### config.mk
export PLATFORM = sky130hd
export DESIGN_NAME = bcd_time_of_day_up_flat
export DESIGN_NICKNAME = d
export VERILOG_FILES = /design/src/rtl/bcd_time_of_day_up_if.sv /design/src/rtl/bcd_time_of_day_up.sv /design/src/flat_wrapper.sv
export SDC_FILE = /design/constraint.sdc
export NUM_CORES = 1
export LEC_CHECK = 0
export ABC_AREA = 0
export CAP_MARGIN = 40
export CELL_PAD_IN_SITES_DETAIL_PLACEMENT = 1
export CELL_PAD_IN_SITES_GLOBAL_PLACEMENT = 2
export CORE_MARGIN = 5
export CORE_UTILIZATION = 23
export CTS_BUF_LIST = sky130_fd_sc_hd__clkbuf_8 sky130_fd_sc_hd__clkbuf_16
export DETAILED_ROUTE_END_ITERATION = 10
export PLACE_DENSITY_LB_ADDON = 0.1
export SLEW_MARGIN = 20
export SYNTH_ARGS = -nofsm -noshare
export SYNTH_HDL_FRONTEND = slang
export SYNTH_SLANG_ARGS = --single-unit
### constraint.sdc
create_clock -name clk -period 1.8 [get_ports clk]
set_input_delay 0.18 -clock clk [delete_from_list [all_inputs] [get_ports clk]]
set_output_delay 0.18 -clock clk [all_outputs]
set_load 0.01 [all_outputs]
### src/rtl/bcd_time_of_day_up_if.sv
// Time-of-day core bus: load/tick controls, BCD load digits,
// current time digits and one-cycle status pulses.
interface bcd_time_of_day_up_if;
  logic       tick;
  logic       load;
  logic [3:0] hh_t_in;
  logic [3:0] hh_o_in;
  logic [3:0] mm_t_in;
  logic [3:0] mm_o_in;
  logic [3:0] ss_t_in;
  logic [3:0] ss_o_in;
  logic       pm_in;
  logic [3:0] hh_t;
  logic [3:0] hh_o;
  logic [3:0] mm_t;
  logic [3:0] mm_o;
  logic [3:0] ss_t;
  logic [3:0] ss_o;
  logic       pm;
  logic       min_carry;
  logic       hr_carry;
  logic       day_carry;
  logic       load_err;

  modport master (
    output tick, load,
    output hh_t_in, hh_o_in, mm_t_in,
    output mm_o_in, ss_t_in, ss_o_in, pm_in,
    input  hh_t, hh_o, mm_t, mm_o, ss_t, ss_o,
    input  pm, min_carry, hr_carry,
    input  day_carry, load_err
  );

  modport slave (
    input  tick, load,
    input  hh_t_in, hh_o_in, mm_t_in,
    input  mm_o_in, ss_t_in, ss_o_in, pm_in,
    output hh_t, hh_o, mm_t, mm_o, ss_t, ss_o,
    output pm, min_carry, hr_carry,
    output day_carry, load_err
  );
endinterface

### src/rtl/bcd_time_of_day_up.sv
// HH:MM:SS BCD up-counter with validated load,
// 24h or 12h (pm flag) hour mode and rollover pulses.
module bcd_time_of_day_up #(
  parameter bit H24 = 1'b1
) (
  input logic clk,
  input logic rst,
  bcd_time_of_day_up_if.slave bus
);

  logic [3:0] hh_t, hh_o, mm_t, mm_o, ss_t, ss_o;
  logic       pm;
  logic       min_carry, hr_carry, day_carry, load_err;

  logic [3:0] n_hh_t, n_hh_o, n_mm_t, n_mm_o;
  logic [3:0] n_ss_t, n_ss_o;
  logic       n_pm, n_mc, n_hc, n_dc;
  logic       ok_ms, ok_hr, ok;

  // Validate the load digits; hour range depends on mode
  always_comb begin
    ok_ms = (bus.mm_t_in <= 4'd5) && (bus.mm_o_in <= 4'd9) &&
            (bus.ss_t_in <= 4'd5) && (bus.ss_o_in <= 4'd9);
    ok_hr = 1'b0;
    if (H24) begin
      ok_hr = ((bus.hh_t_in <= 4'd1) && (bus.hh_o_in <= 4'd9)) ||
              ((bus.hh_t_in == 4'd2) && (bus.hh_o_in <= 4'd3));
    end else begin
      ok_hr = ((bus.hh_t_in == 4'd0) && (bus.hh_o_in >= 4'd1) &&
               (bus.hh_o_in <= 4'd9)) ||
              ((bus.hh_t_in == 4'd1) && (bus.hh_o_in <= 4'd2));
    end
    ok = ok_ms && ok_hr;
  end

  // Next time on a tick: digit-by-digit cascade
  always_comb begin
    n_hh_t = hh_t;
    n_hh_o = hh_o;
    n_mm_t = mm_t;
    n_mm_o = mm_o;
    n_ss_t = ss_t;
    n_ss_o = ss_o;
    n_pm   = pm;
    n_mc   = 1'b0;
    n_hc   = 1'b0;
    n_dc   = 1'b0;
    if (ss_o != 4'd9) begin
      n_ss_o = ss_o + 4'd1;
    end else begin
      n_ss_o = 4'd0;
      if (ss_t != 4'd5) begin
        n_ss_t = ss_t + 4'd1;
      end else begin
        n_ss_t = 4'd0;
        n_mc   = 1'b1;
        if (mm_o != 4'd9) begin
          n_mm_o = mm_o + 4'd1;
        end else begin
          n_mm_o = 4'd0;
          if (mm_t != 4'd5) begin
            n_mm_t = mm_t + 4'd1;
          end else begin
            n_mm_t = 4'd0;
            n_hc   = 1'b1;
            if (H24) begin
              unique case (1'b1)
                (hh_t == 4'd2 && hh_o == 4'd3): begin
                  n_hh_t = 4'd0;
                  n_hh_o = 4'd0;
                  n_dc   = 1'b1;
                end
                (hh_o == 4'd9): begin
                  n_hh_t = hh_t + 4'd1;
                  n_hh_o = 4'd0;
                end
                default: n_hh_o = hh_o + 4'd1;
              endcase
            end else begin
              unique case (1'b1)
                (hh_t == 4'd1 && hh_o == 4'd2): begin
                  n_hh_t = 4'd0;
                  n_hh_o = 4'd1;
                end
                (hh_t == 4'd1 && hh_o == 4'd1): begin
                  n_hh_o = 4'd2;
                  n_pm   = ~pm;
                  n_dc   = pm;
                end
                (hh_o == 4'd9): begin
                  n_hh_t = hh_t + 4'd1;
                  n_hh_o = 4'd0;
                end
                default: n_hh_o = hh_o + 4'd1;
              endcase
            end
          end
        end
      end
    end
  end

  // Time state and pulses: rst > load > tick
  always_ff @(posedge clk) begin
    if (rst) begin
      hh_t      <= H24 ? 4'd0 : 4'd1;
      hh_o      <= H24 ? 4'd0 : 4'd2;
      mm_t      <= 4'd0;
      mm_o      <= 4'd0;
      ss_t      <= 4'd0;
      ss_o      <= 4'd0;
      pm        <= 1'b0;
      min_carry <= 1'b0;
      hr_carry  <= 1'b0;
      day_carry <= 1'b0;
      load_err  <= 1'b0;
    end else begin
      min_carry <= 1'b0;
      hr_carry  <= 1'b0;
      day_carry <= 1'b0;
      load_err  <= 1'b0;
      if (bus.load) begin
        if (ok) begin
          hh_t <= bus.hh_t_in;
          hh_o <= bus.hh_o_in;
          mm_t <= bus.mm_t_in;
          mm_o <= bus.mm_o_in;
          ss_t <= bus.ss_t_in;
          ss_o <= bus.ss_o_in;
          pm   <= H24 ? 1'b0 : bus.pm_in;
        end else begin
          load_err <= 1'b1;
        end
      end else if (bus.tick) begin
        hh_t      <= n_hh_t;
        hh_o      <= n_hh_o;
        mm_t      <= n_mm_t;
        mm_o      <= n_mm_o;
        ss_t      <= n_ss_t;
        ss_o      <= n_ss_o;
        pm        <= n_pm;
        min_carry <= n_mc;
        hr_carry  <= n_hc;
        day_carry <= n_dc;
      end
    end
  end

  assign bus.hh_t      = hh_t;
  assign bus.hh_o      = hh_o;
  assign bus.mm_t      = mm_t;
  assign bus.mm_o      = mm_o;
  assign bus.ss_t      = ss_t;
  assign bus.ss_o      = ss_o;
  assign bus.pm        = pm;
  assign bus.min_carry = min_carry;
  assign bus.hr_carry  = hr_carry;
  assign bus.day_carry = day_carry;
  assign bus.load_err  = load_err;

endmodule

### src/flat_wrapper.sv
// flat-port wrapper written by rule: the top's interface ports become plain ports
module bcd_time_of_day_up_flat 
#(
  parameter bit H24 = 1'b1
)
  (clk, rst, bus_tick, bus_load, bus_hh_t_in, bus_hh_o_in, bus_mm_t_in, bus_mm_o_in, bus_ss_t_in, bus_ss_o_in, bus_pm_in, bus_hh_t, bus_hh_o, bus_mm_t, bus_mm_o, bus_ss_t, bus_ss_o, bus_pm, bus_min_carry, bus_hr_carry, bus_day_carry, bus_load_err);
  bcd_time_of_day_up_if bus_i ();
  input logic clk;
  input logic rst;
  input wire logic [$bits(bus_i.tick)-1:0] bus_tick;
  input wire logic [$bits(bus_i.load)-1:0] bus_load;
  input wire logic [$bits(bus_i.hh_t_in)-1:0] bus_hh_t_in;
  input wire logic [$bits(bus_i.hh_o_in)-1:0] bus_hh_o_in;
  input wire logic [$bits(bus_i.mm_t_in)-1:0] bus_mm_t_in;
  input wire logic [$bits(bus_i.mm_o_in)-1:0] bus_mm_o_in;
  input wire logic [$bits(bus_i.ss_t_in)-1:0] bus_ss_t_in;
  input wire logic [$bits(bus_i.ss_o_in)-1:0] bus_ss_o_in;
  input wire logic [$bits(bus_i.pm_in)-1:0] bus_pm_in;
  output wire logic [$bits(bus_i.hh_t)-1:0] bus_hh_t;
  output wire logic [$bits(bus_i.hh_o)-1:0] bus_hh_o;
  output wire logic [$bits(bus_i.mm_t)-1:0] bus_mm_t;
  output wire logic [$bits(bus_i.mm_o)-1:0] bus_mm_o;
  output wire logic [$bits(bus_i.ss_t)-1:0] bus_ss_t;
  output wire logic [$bits(bus_i.ss_o)-1:0] bus_ss_o;
  output wire logic [$bits(bus_i.pm)-1:0] bus_pm;
  output wire logic [$bits(bus_i.min_carry)-1:0] bus_min_carry;
  output wire logic [$bits(bus_i.hr_carry)-1:0] bus_hr_carry;
  output wire logic [$bits(bus_i.day_carry)-1:0] bus_day_carry;
  output wire logic [$bits(bus_i.load_err)-1:0] bus_load_err;
  assign bus_i.tick = bus_tick;
  assign bus_i.load = bus_load;
  assign bus_i.hh_t_in = bus_hh_t_in;
  assign bus_i.hh_o_in = bus_hh_o_in;
  assign bus_i.mm_t_in = bus_mm_t_in;
  assign bus_i.mm_o_in = bus_mm_o_in;
  assign bus_i.ss_t_in = bus_ss_t_in;
  assign bus_i.ss_o_in = bus_ss_o_in;
  assign bus_i.pm_in = bus_pm_in;
  assign bus_hh_t = bus_i.hh_t;
  assign bus_hh_o = bus_i.hh_o;
  assign bus_mm_t = bus_i.mm_t;
  assign bus_mm_o = bus_i.mm_o;
  assign bus_ss_t = bus_i.ss_t;
  assign bus_ss_o = bus_i.ss_o;
  assign bus_pm = bus_i.pm;
  assign bus_min_carry = bus_i.min_carry;
  assign bus_hr_carry = bus_i.hr_carry;
  assign bus_day_carry = bus_i.day_carry;
  assign bus_load_err = bus_i.load_err;
  bcd_time_of_day_up #(.H24(H24)) u_core (.clk(clk), .rst(rst), .bus(bus_i));
endmodule
==> results.toml <==
[floorplan]
rows = 32
die_area_um2 = 9720
die_y_um = 98.6
start_util_pct = 23.5
core_um2 = 7690
die_x_um = 98.6
io_pins = 58

[finish]
antenna_cells = 0
final_cell_mix = "61 x buf_4, 39 x clkdlybuf4s50_1, 26 x a21oi_1, 24 x dfxtp_1, 21 x nand2_1"
area_delta_synth_final_pct = 72.7
final_common_cell = "buf_4"
finalNetCount = 373
finish.utilization_pct = 40.6
drive_gt1_share_pct = 29.8

[grt]
grt_pass1_wl_um = 11700
grt_max_degree = 21
overflow = 0
track_usage_pct = 14.6
grt_pass1_vias = 2287
antenna_found_initial = 0

[setup_path]
reg2reg_depth = 7
arrival_ps = 2020
endpoint_kind = "flop"
required_ps = 1960
r2r_start = "u_core.bus.hh_t[0]"
critPathSlowestCell = "or4b_4"
cp-startpoint = "u_core.bus.hh_t[0]"
worst-path-stages = 7
critical_path.top_delay_family = "compound AO/OA/AOI/OAI gates"
cp_max_fo = 3
slowest_delay_ps = 490
startpoint_type = "flop"
crit_chain = "inv_2 -> ha_4 -> or4b_4 -> o211ai_4 -> nor2b_1 -> o311ai_1 -> o41ai_2"
critPathBufInv = 1
crit_type = "flop to flop"

[logic_synthesis]
synth-edff-count = 0
syn-num-nets = 259
synth_cells = 224
async_flop_share_pct = 0
synthFlopType = "dfxtp_1"
syn_area_um2 = 1810
synth_top_area_cell = "dfxtp_1"
yosys.area.top_type_share_pct = 31.0
yosysUniqueCellTypes = 60
yosysSeqAreaShare_pct = 31.0
yosysWarnings = 0
ys_ff_latch = 28
synth_area_per_cell_um2 = 8.06
synth_area_leaders = "dfxtp_1 31%, a21oi_1 7.8%, nand2_1 4.4%, ha_1 4.2%, nor2_1 3.1%"

[cts]
clkTransAtPathRegs_ps = 100
cts_tree = "done"
clock_sinks = 28
root_buffer = "clkbuf_8"
cts_buffers = 3
clk_path_buf_depth = 2
cts_max_level = 1
clock_latency_ps = 280

[status]
violations = "negative setup slack"
status = "complete, but fails checks"

[sta]
setup-tns-final_ps = -110
max_freq_mhz = 539
min_period_ps = 1850
fin_ws_ps = -54.4
rsz0062_at_grt = "yes"
hold_violations = 0
drv_slew = 0
setup_viol = 5
finClkSkew_ps = 3.40
finalCritPeriodShare_pct = 103

[drt]
via_count = 2155
drt_iter0_markers = 62
wl_um = 7000
drc = 0
vias_per_cell = 4.92
firstDrtPassIters = 4
detail-route-antenna-nets = 0
wire_per_inst_um = 16.0

[worst_hold_path]
worstHoldPathType = "input pin to flop"
hp-start = "bus_ss_o_in[2]"
min_path_cells = 4

[placement]
gp_congestion = 0.802
port_buffers = 55
post-dp-hpwl_um = 5520

[power_and_ir_drop]
power.density_nw_per_um2 = 403
ir_drop_uv = 240
power.leakage_nw = 1.26

[job]
cap_violations = 0
## tightest hold or removal path: stages
cell	delay, ps
dlymetal6s2s_1	130
nand2_1	60
o31a_1	120
o32ai_1	70
## worst paths after layout
check | to | slack, ps
max | u_core.bus.hh_o[3] | -50
min | u_core.bus.ss_o[2] | 320
max reg2reg | u_core.bus.hh_o[3] | -50
min reg2reg | u_core.bus.ss_o[3] | 500
## flip-flops by register name (all words and copies together) (netlist names)
register,cells
u_core.bus.mm_t,4
u_core.bus.ss_o,4
u_core.bus.mm_o,4
u_core.bus.ss_t,4
u_core.bus.hh_t,4
u_core.bus.load_err,1
u_core.bus.min_carry,1
u_core.bus.day_carry,1
u_core.bus.hh_o,4
u_core.bus.hr_carry,1
## timing repair
item                                    4_1_cts  5_1_grt
hold buffers                                  0        0
pin swaps                                     6       15
resized for setup                            21       27
endpoints found under the setup margin       17       23
setup buffers                                 2        3
## metal layers
layer | track usage [%] | vias up | part of all wire, %
li1 | - | 1057 | -
met1 | 19.0 | 1043 | 47
met2 | 25.4 | 45 | 48
met3 | 2.62 | 10 | 3.4
met4 | 2.52 | 0 | 1.4
met5 | 0 | - | 0
## power by group
part	internal (mW)	switching [mW]
registers	0.625	0.00297
clock network	0.151	0.206
logic	0.140	0.132
total	0.916	0.341
## area by class of cell
| cell class | count | area, µm² |
|---|---|---|
| fillers | 945 | 4570 |
| multi-input cells | 178 | 1270 |
| flip-flops and latches | 28 | 566 |
| inverters | 6 | 22.5 |
| well taps | 102 | 128 |
| clock buffers | 3 | 41.3 |
| repair buffers | 121 | 1090 |
## synthesized netlist by cell type, types with 2 or more instances
cell / count
nor4_1: 2
and2_1: 2
a32o_1: 3
o32ai_1: 2
clkbuf_1: 5
nor2b_1: 6
xor2_1: 2
a211oi_1: 4
o211ai_1: 2
dfxtp_1: 28
o41ai_1: 2
inv_1: 5
o21ai_2: 2
and2b_2: 3
nor2_1: 15
nand3b_1: 2
a21oi_1: 28
nor3_1: 11
and3_1: 3
mux2i_1: 5
o21ai_0: 8
nand2_1: 21
buf_6: 3
a311oi_1: 3
nand2b_1: 3
or3_1: 2
buf_4: 3
o311ai_0: 2
nand3_1: 10
a31oi_1: 2
ha_1: 6
## cells by family after synthesis
kind of cell | after synthesis | synth area share, %
simple gates | 89 | 26.1
compound gates | 74 | 28.0
flops | 28 | 31.0
buf+inv | 18 | 6.17
fa+ha+maj | 6 | 4.16
mux | 6 | 3.40
xor+xnor | 2 | 0.970
other cells | 1 | 0.208
## stage by stage
step	instances	power [mW]	hold slack (ps)	cell area [µm²]	worst slack (ps)
floorplan	224	0.746	328	1820	5.59
global placement	430	0.908	480	2880	-362
detailed placement	430	0.910	486	2880	-432
CTS	435	1.27	431	2990	-15.5
global route	438	1.32	336	3120	-138
finish	438	1.26	320	3120	-54.4
Power figures use the tool's default switching activity.
